**src/rtl/bus_transfer_arbiter.sv**
```systemverilog
// Round-robin arbiter that sequences register-to-register transfers over the
// shared 32-bit datapath bus. Each granted transfer drives one bus source for
// a settling cycle, then pulses the destination load strobe while the source
// is still driven, then reports completion. An illegal source index is
// reported as an error without driving or loading anything.
//
// Ports:
//   clock_i    rising-edge clock
//   clear_i    synchronous active-high reset
//   req_i      per-requester level request, held until done
//   req_src_i  packed source indices, requester i at [5i+4:5i]
//   req_dst_i  packed destination indices, requester i at [5i+4:5i]
//   grant_o    one-hot owner of the current transfer
//   done_o     one-cycle completion pulse to the owner
//   err_o      one-cycle pulse with done_o when the source index was illegal
//   src_out_o  one-hot bus source strobe
//   dst_in_o   one-hot destination load strobe
//   busy_o     high whenever a transfer is in progress
module bus_transfer_arbiter #(
  parameter int unsigned NumReq = 4,
  parameter int unsigned SelW   = 5,
  parameter int unsigned NumSrc = 25,
  parameter int unsigned NumDst = 32
) (
  input  logic                   clock_i,
  input  logic                   clear_i,
  input  logic [NumReq-1:0]      req_i,
  input  logic [NumReq*SelW-1:0] req_src_i,
  input  logic [NumReq*SelW-1:0] req_dst_i,
  output logic [NumReq-1:0]      grant_o,
  output logic [NumReq-1:0]      done_o,
  output logic                   err_o,
  output logic [NumSrc-1:0]      src_out_o,
  output logic [NumDst-1:0]      dst_in_o,
  output logic                   busy_o
);

  localparam int unsigned IdxW = $clog2(NumReq);

  localparam logic [NumReq-1:0] ReqOne = NumReq'(1);
  localparam logic [NumSrc-1:0] SrcOne = NumSrc'(1);
  localparam logic [NumDst-1:0] DstOne = NumDst'(1);

  typedef enum logic [2:0] {StIdle, StDrive, StLoad, StDone, StErr} state_e;

  state_e            state_q, state_d;
  logic [IdxW-1:0]   idx_q, idx_d;
  logic [IdxW-1:0]   ptr_q, ptr_d;
  logic [SelW-1:0]   src_q, src_d;
  logic [SelW-1:0]   dst_q, dst_d;

  logic [NumReq-1:0] grant_q, grant_d;
  logic [NumReq-1:0] done_q, done_d;
  logic              err_q, err_d;
  logic [NumSrc-1:0] src_out_q, src_out_d;
  logic [NumDst-1:0] dst_in_q, dst_in_d;
  logic              busy_q, busy_d;

  logic              found;
  logic [IdxW-1:0]   win;
  logic [IdxW-1:0]   cand;

  // Round-robin search starting at the pointer.
  always_comb begin
    found = 1'b0;
    win   = '0;
    cand  = '0;
    for (int i = 0; i < NumReq; i++) begin
      cand = ptr_q + IdxW'(i);
      if (!found && req_i[cand]) begin
        found = 1'b1;
        win   = cand;
      end
    end
  end

  always_comb begin
    state_d = state_q;
    idx_d   = idx_q;
    ptr_d   = ptr_q;
    src_d   = src_q;
    dst_d   = dst_q;

    unique case (state_q)
      StIdle: begin
        if (found) begin
          idx_d   = win;
          src_d   = req_src_i[32'(win) * SelW +: SelW];
          dst_d   = req_dst_i[32'(win) * SelW +: SelW];
          state_d = (32'(src_d) < NumSrc) ? StDrive : StErr;
        end
      end
      StDrive: state_d = StLoad;
      StLoad:  state_d = StDone;
      StDone, StErr: begin
        ptr_d   = idx_q + IdxW'(1);
        state_d = StIdle;
      end
      default: state_d = StIdle;
    endcase

    // Outputs are registered, so they are decoded from the upcoming state.
    busy_d    = (state_d != StIdle);
    grant_d   = busy_d ? (ReqOne << idx_d) : '0;
    done_d    = (state_d == StDone || state_d == StErr) ? (ReqOne << idx_d) : '0;
    err_d     = (state_d == StErr);
    src_out_d = (state_d == StDrive || state_d == StLoad) ? (SrcOne << src_d) : '0;
    dst_in_d  = (state_d == StLoad) ? (DstOne << dst_d) : '0;
  end

  always_ff @(posedge clock_i) begin
    if (clear_i) begin
      state_q   <= StIdle;
      idx_q     <= '0;
      ptr_q     <= '0;
      src_q     <= '0;
      dst_q     <= '0;
      grant_q   <= '0;
      done_q    <= '0;
      err_q     <= 1'b0;
      src_out_q <= '0;
      dst_in_q  <= '0;
      busy_q    <= 1'b0;
    end else begin
      state_q   <= state_d;
      idx_q     <= idx_d;
      ptr_q     <= ptr_d;
      src_q     <= src_d;
      dst_q     <= dst_d;
      grant_q   <= grant_d;
      done_q    <= done_d;
      err_q     <= err_d;
      src_out_q <= src_out_d;
      dst_in_q  <= dst_in_d;
      busy_q    <= busy_d;
    end
  end

  assign grant_o   = grant_q;
  assign done_o    = done_q;
  assign err_o     = err_q;
  assign src_out_o = src_out_q;
  assign dst_in_o  = dst_in_q;
  assign busy_o    = busy_q;

endmodule
```
**config.mk**
```make
export PLATFORM = sky130hd
export DESIGN_NAME = bus_transfer_arbiter
export DESIGN_NICKNAME = d
export VERILOG_FILES = /design/src/rtl/bus_transfer_arbiter.sv
export SDC_FILE = /design/constraint.sdc
export NUM_CORES = 1
export LEC_CHECK = 0
export CAP_MARGIN = 15
export CORE_MARGIN = 1
export CORE_UTILIZATION = 45
export DETAILED_ROUTE_END_ITERATION = 7
export PLACE_DENSITY = 0.77
export SYNTH_ARGS = -nofsm -noshare
export SYNTH_HDL_FRONTEND = slang
export SYNTH_SLANG_ARGS = --single-unit
```
**constraint.sdc**
```tcl
create_clock -name clock_i -period 3.32 [get_ports clock_i]
set_clock_uncertainty 0.1 [all_clocks]
set_input_delay 0.498 -clock clock_i [delete_from_list [all_inputs] [get_ports clock_i]]
set_output_delay 0.498 -clock clock_i [all_outputs]
set_load 0.05 [all_outputs]
```
==> results of run 1 <==
-- metal layers --
metal	up-vias	GRT usage, %	part of all wire (%)	wire length (um)
met5	-	0	0	0
met3	15	4.43	4.8	396
met1	1420	25.2	42	3410
li1	1495	-	-	-
met4	0	10.3	1.5	121
met2	107	41.3	52	4240
-- through the flow --
| stage | worst slack (ns) | cell area [um2] | std cells |
|---|---|---|---|
| after floorplan | 0.872 | 3300 | 357 |
| after detailed placement | 0.0612 | 4530 | 561 |
| after global placement | 0.106 | 4530 | 561 |
| after global routing | 0.182 | 4760 | 577 |
| after CTS | 0.401 | 4760 | 577 |
| final | 0.370 | 4760 | 577 |
-- critical path, cell delays in order --
cell and delay (ns):
clkdlybuf4s50_1 0.49, nor2b_1 0.19, a311oi_2 0.40, or2_1 0.31, buf_4 0.18, a311oi_1 0.04
a211oi_1 0.24, buf_4 0.20, a21o_1 0.37, nor4_1 0.14
-- report_power, final --
part           internal [mW]  switching [mW]
logic                  0.676            1.26
clock network          0.435           0.380
registers               1.16           0.121
-- flip-flops by register name, indices dropped and copies added, names as in the netlist --
| name | cells |
|---|---|
| busy_o | 1 |
| done_o | 4 |
| dst_in_o | 32 |
| dst_q | 5 |
| err_o | 1 |
| grant_o | 4 |
| idx_q | 2 |
| ptr_q | 2 |
| src_out_o | 25 |
| src_q | 5 |
| state_q | 3 |
-- logic make-up after synthesis --
logic type | synth area share, %
AND/OR/NAND/NOR | 26.3
multiplexers | 6.83
AO/OA/AOI/OAI | 12.0
flip-flops | 51.0
buffers and inverters | 3.26
XOR/XNOR | 0.531
-- final timing paths --
kind	slack [ns]	cells past startpoint	start	endpoint
worst min register to register	0.37	2	dst_q[2]	dst_q[2]
worst max-delay path	0.37	10	req_i[2]	src_out_o[24]
worst max register to register	0.60	7	ptr_q[1]	src_out_o[24]
worst min-delay path	0.37	2	dst_q[2]	dst_q[2]
-- cells in the final DEF (no fill, tap or decap), types with 10 or more instances in the layout --
cell type        instances
dfxtp_1                 84
nand3_1                 14
clkdlybuf4s50_1        112
nor3_1                  16
buf_4                   12
nand2_1                 30
o21ai_0                 10
mux2i_1                 18
nor2_1                  64
-- cell usage after synthesis (all sizes together) (7+ instances only) --
master,n
a31oi,8
nand2,33
mux2i,18
nor4,13
o21ai,10
nand3b,7
nor3,16
nand3,14
buf,12
dfxtp,84
nor2,64
a21oi,9
nand2b,7
-- cell type report --
type,count,area (um2)
Fill cell,566,2190
Sequential cell,84,1680
Multi-Input combinational cell,254,1510
Timing Repair Buffer,124,1210
Clock buffer,9,124
Tap cell,96,120
Clock inverter,7,103
Inverter,3,11.3
==> run summary, run 1 <==
via count: 3037
die span in x: 87.6 um
Crit path required time: 3.44 ns
grt ovf: 0
synthesized area per cell: 9.24 um2
HPWL Detailed: 6170 um
#FFs+latches synth: 84
initial antenna violation count: 0
final setup fails: 0
Setup crit end kind: flip-flop
Top FF cell, synth: dfxtp_1
Final Hold Vio Count: 0
die area: 0.00767 mm2
Final ANT Viol Nets: 0
drt drc: 0
Clock Path Buffers: 2
Tightest Pin Transition: 0.559 ns
Area Growth Syn to Fin: 44.3%
TritonCTS buffer count: 9
max-cap viol count: 0
row count: 30
fraction of layout cells with a size suffix above 1: 9.77%
Max VDD drop: 577 uV
DRT Wirelength: 8170 um
Final period util: 88.9%
Leakage: 1.79 nW
first-pass GRT wire length: 13300 um
vias in the first global route: 2948
PostCTS Resize Cnt: 0
CTS sink cnt: 84
GPL Wtd Cong: 0.884
Via density: 5.26
Hold/Removal Path Class: flip-flop to flip-flop
Port Buf Inserts: 112
distinct cell type count after synthesis: 49
Fin Hold WS: 0.369 ns
status: finished, final reports clean
CP startpoint kind: input pin
CP Data Arrival Time: 3.07 ns
CTS Root Buffer Type: clkbuf_8
unrepaired setup endpoints after global routing: no
fin util: 68.5%
crit path time final: 2.95 ns
postcts setup bufs: 0
Post-CTS Hold Buffers: 0
mapped cell area: 0.00330 mm2
area leader, netlist: dfxtp_1
P per Cell Area: 848 mW/mm2
CTS tree: yes
antenna fix cells: 0
gr usage total: 22.5%
H-tree Lvls: 3
largest cells by area after synthesis: dfxtp_1 (51%), nor2_1 (7.3%), mux2i_1 (5.5%)
Pwr Total: 4.03 mW
Syn Nets: 403
Max Freq: 339 MHz
async set-reset flop share out of synthesis: 0%
die height: 87.6 um
synth warn: 0
Clock Pin Slew Worst Setup and Hold Paths: 0.09 ns
Routed wire per std cell: 14.2 um
area of the core: 0.00694 mm2
1st-pass router iterations: 4
number of synthesized flops with an enable pin: 0
CP Class: input pin to flip-flop
Syn Inst Count: 357
max_slew headroom: 62.4%
Starting Density: 47.5%
drt initial violations: 73
largest net degree at the start of global routing: 19
share of the synthesized area in the top cell type: 51.0%
I/O pins: 113
Final Max Slew Viols: 0
CP max FO: 11
Seq/Total Area, Yosys: 51.0%
nets@finish: 522
setup TNS after final layout: 0 ns
clock latency on the worst-skew pair: 0.35 ns
Power figures use the tool's default switching activity.
==> run 2: changes to the inputs <==
--- a/config.mk
+++ b/config.mk
@@ -5,11 +5,13 @@
 export SDC_FILE = /design/constraint.sdc
 export NUM_CORES = 1
 export LEC_CHECK = 0
+export ABC_AREA = 1
 export CAP_MARGIN = 15
 export CORE_MARGIN = 1
-export CORE_UTILIZATION = 45
+export CORE_UTILIZATION = 46
+export CTS_CLUSTER_SIZE = 25
 export DETAILED_ROUTE_END_ITERATION = 7
-export PLACE_DENSITY = 0.77
+export PLACE_DENSITY = 0.78
 export SYNTH_ARGS = -nofsm -noshare
 export SYNTH_HDL_FRONTEND = slang
 export SYNTH_SLANG_ARGS = --single-unit
==> run 2 against run 1 <==
Net effect: maximum frequency decreased by 1.1%; highest routed layer unchanged; largest cell class unchanged; critical path depth rose by 3; core utilization shrank 1.3 points; via count grew 3.2%; sequential share of layout area fell by 0.84 points; synthesized cell count up 25%; routed wire length is 0.40% higher; non-clock buffer count shrank 7; worst hold slack gained 0.024 ns; sequential cell count unchanged; register-to-register slack worse by 0.26 ns.
==> run summary, run 2 <==
Tightest Pin Transition: 0.552 ns (-0.00702 ns)
CTS sink cnt: 84 (unchanged)
1st-pass router iterations: 4 (unchanged)
final setup fails: 0 (unchanged)
top cells by count, synth: nand2_1 (104), nor2_1 (93), dfxtp_1 (84)
Seq/Total Area, Yosys: 48.5% (-2.5 points)
count leader, synth: nand2_1
Post-Place Cell Area: 0.00466 mm2 (+2.8%)
Clock Pin Slew Worst Setup and Hold Paths: 0.08 ns (about the same)
fin area: 0.00487 mm2 (+2.4%)
Max Freq: 335 MHz (-1.1%)
synth warn: 0 (unchanged)
die area: 0.00789 mm2 (+2.9%)
async set-reset flop share out of synthesis: 0% (unchanged)
TritonCTS buffer count: 9 (unchanged)
unrepaired setup endpoints after global routing: no
commonest cells after routing, fill and taps aside: clkdlybuf4s50_1 (112), nand2_1 (104), nor2_1 (93), dfxtp_1 (84), inv_1 (35)
max-cap viol count: 0 (unchanged)
drt initial violations: 98 (+34%)
Fin Hold WS: 0.393 ns (+0.0237 ns)
CTS Root Buffer Type: clkbuf_8
I/O pins: 113 (unchanged)
clock latency on the worst-skew pair: 0.34 ns (about the same)
Hold/Removal Path Class: flip-flop to flip-flop
Syn Nets: 494 (+23%)
share of the synthesized area in the top cell type: 48.5% (-2.5 points)
distinct cell type count after synthesis: 37 (-24%)
largest net degree at the start of global routing: 22 (+3)
CP Class: flip-flop to flip-flop
mapped cell area: 0.00347 mm2 (+5.2%)
Final period util: 89.8% (+0.97 points)
worst slack at placement: -0.0537 ns (-0.115 ns)
vias in the first global route: 2999 (+1.7%)
drt drc: 0 (unchanged)
Top FF cell, synth: dfxtp_1
Setup crit end kind: flip-flop
die height: 88.8 um (+1.4%)
#FFs+latches synth: 84 (unchanged)
via count: 3134 (+3.2%)
Syn Inst Count: 448 (+25%)
HPWL Detailed: 6440 um (+4.4%)
synthesized area per cell: 7.74 um2 (-16%)
Crit path required time: 3.50 ns (+0.06 ns)
gr usage total: 21.8% (-0.70 points)
leading cell type in the layout, fill and taps excluded: clkdlybuf4s50_1
Area Growth Syn to Fin: 40.5%
max reg flops: 32 (unchanged)
Starting Density: 47.8% (+0.36 points)
CP max FO: 21 (+10)
CTS tree: yes
Final Max Slew Viols: 0 (unchanged)
max_slew headroom: 63.1% (+0.70 points)
CP startpoint kind: flip-flop
row count: 31 (+3.3%)
GPL Wtd Cong: 0.850 (-3.9%)
area leader, netlist: dfxtp_1
antenna fix cells: 0 (unchanged)
CP Data Arrival Time: 3.16 ns (+0.09 ns)
Routed wire per std cell: 12.2 um (-14%)
initial antenna violation count: 0 (unchanged)
status: finished, final reports clean
area of the core: 0.00725 mm2 (+4.5%)
DRT Wirelength: 8200 um (+0.40%)
post-route setup slack: 0.338 ns (-0.0322 ns)
FF+latch area: 0.00168 mm2 (unchanged)
first-pass GRT wire length: 13100 um (-1.9%)
Final Hold Vio Count: 0 (unchanged)
Port Buf Inserts: 112 (unchanged)
Post-CTS Hold Buffers: 0 (unchanged)
Clock Path Buffers: 2 (unchanged)
die span in x: 88.8 um (+1.4%)
postcts setup bufs: 0 (unchanged)
largest cells by area after synthesis: dfxtp_1 (48%), nand2_1 (11%), nor2_1 (10%)
fraction of layout cells with a size suffix above 1: 14.2% (+4.4 points)
# fillers: 620 (+9.5%)
area occupied by multi-input gates: 0.00153 mm2 (+1.7%)
grt ovf: 0 (unchanged)
crit path time final: 2.98 ns (+0.0322 ns)
nets@finish: 612 (+17%)
Via density: 4.68 (-11%)
number of synthesized flops with an enable pin: 0 (unchanged)
Final ANT Viol Nets: 0 (unchanged)
H-tree Lvls: 3 (unchanged)
==> run 2: timing repair <==
action,4_1_cts,5_1_grt
endpoints found under the hold margin,0,0
endpoints found under the setup margin,0,8
resized for setup,0,1
==> run 2: cell families after synthesis <==
group | share of synthesized area (%)
AND/OR/NAND/NOR | 39.3
AO/OA/AOI/OAI | 4.40
XOR/XNOR | 0.252
flip-flops | 48.5
buffers and inverters | 7.57
==> run 2: worst paths after layout <==
check | from | end | slack (ns) | depth (start not counted)
max reg2reg | ptr_q[0] | dst_in_o[12] | 0.34 | 13
min reg2reg | idx_q[0] | ptr_q[0] | 0.39 | 1
min | idx_q[0] | ptr_q[0] | 0.39 | 1
max | ptr_q[0] | dst_in_o[12] | 0.34 | 13
==> run 2: layout make-up <==
| class | instances | area share, % |
|---|---|---|
| Timing Repair Buffer | 117 | 23.8 |
| Clock inverter | 7 | 1.69 |
| Inverter | 45 | 3.52 |
| Clock buffer | 9 | 2.54 |
| Multi-Input combinational cell | 309 | 31.4 |
| Sequential cell | 84 | 34.5 |
| Tap cell | 99 | 2.54 |
==> run 2: metal layers <==
metal	up-vias	GRT usage [%]	share of wire (%)
met2	100	40.6	50
met4	0	6.01	1.7
met3	15	7.84	7.5
li1	1633	-	-
met1	1386	23.2	40
met5	-	0	0
==> run 2: worst max-delay path, cell delays in order, from the launching register on <==
cell and delay (ns):
dfxtp_1 0.51, buf_4 0.21, nand2_2 0.07, nand3_1 0.11
nand2_2 0.09, inv_2 0.10, nand2_2 0.07, nand2_4 0.12
nand3_4 0.21, or2_1 0.27, o211ai_1 0.12, nand3_2 0.14
or3_1 0.59, nor2_1 0.20
==> run 2: per-stage QoR <==
| step | std cells | util (%) | setup TNS [ns] |
|---|---|---|---|
| final | 670 | 67.2 | 0 |
| after global routing | 670 | 67.2 | 0 |
| after CTS | 670 | 67.1 | 0 |
| after global placement | 654 | 64.3 | 0 |
| after floorplan | 448 | - | 0 |
| after detailed placement | 654 | 64.3 | -0.106 |
Power of run 2 is left out: the tool's default activity adds up to more than one toggle a clock period on the data nets, which glitch-free logic cannot reach.
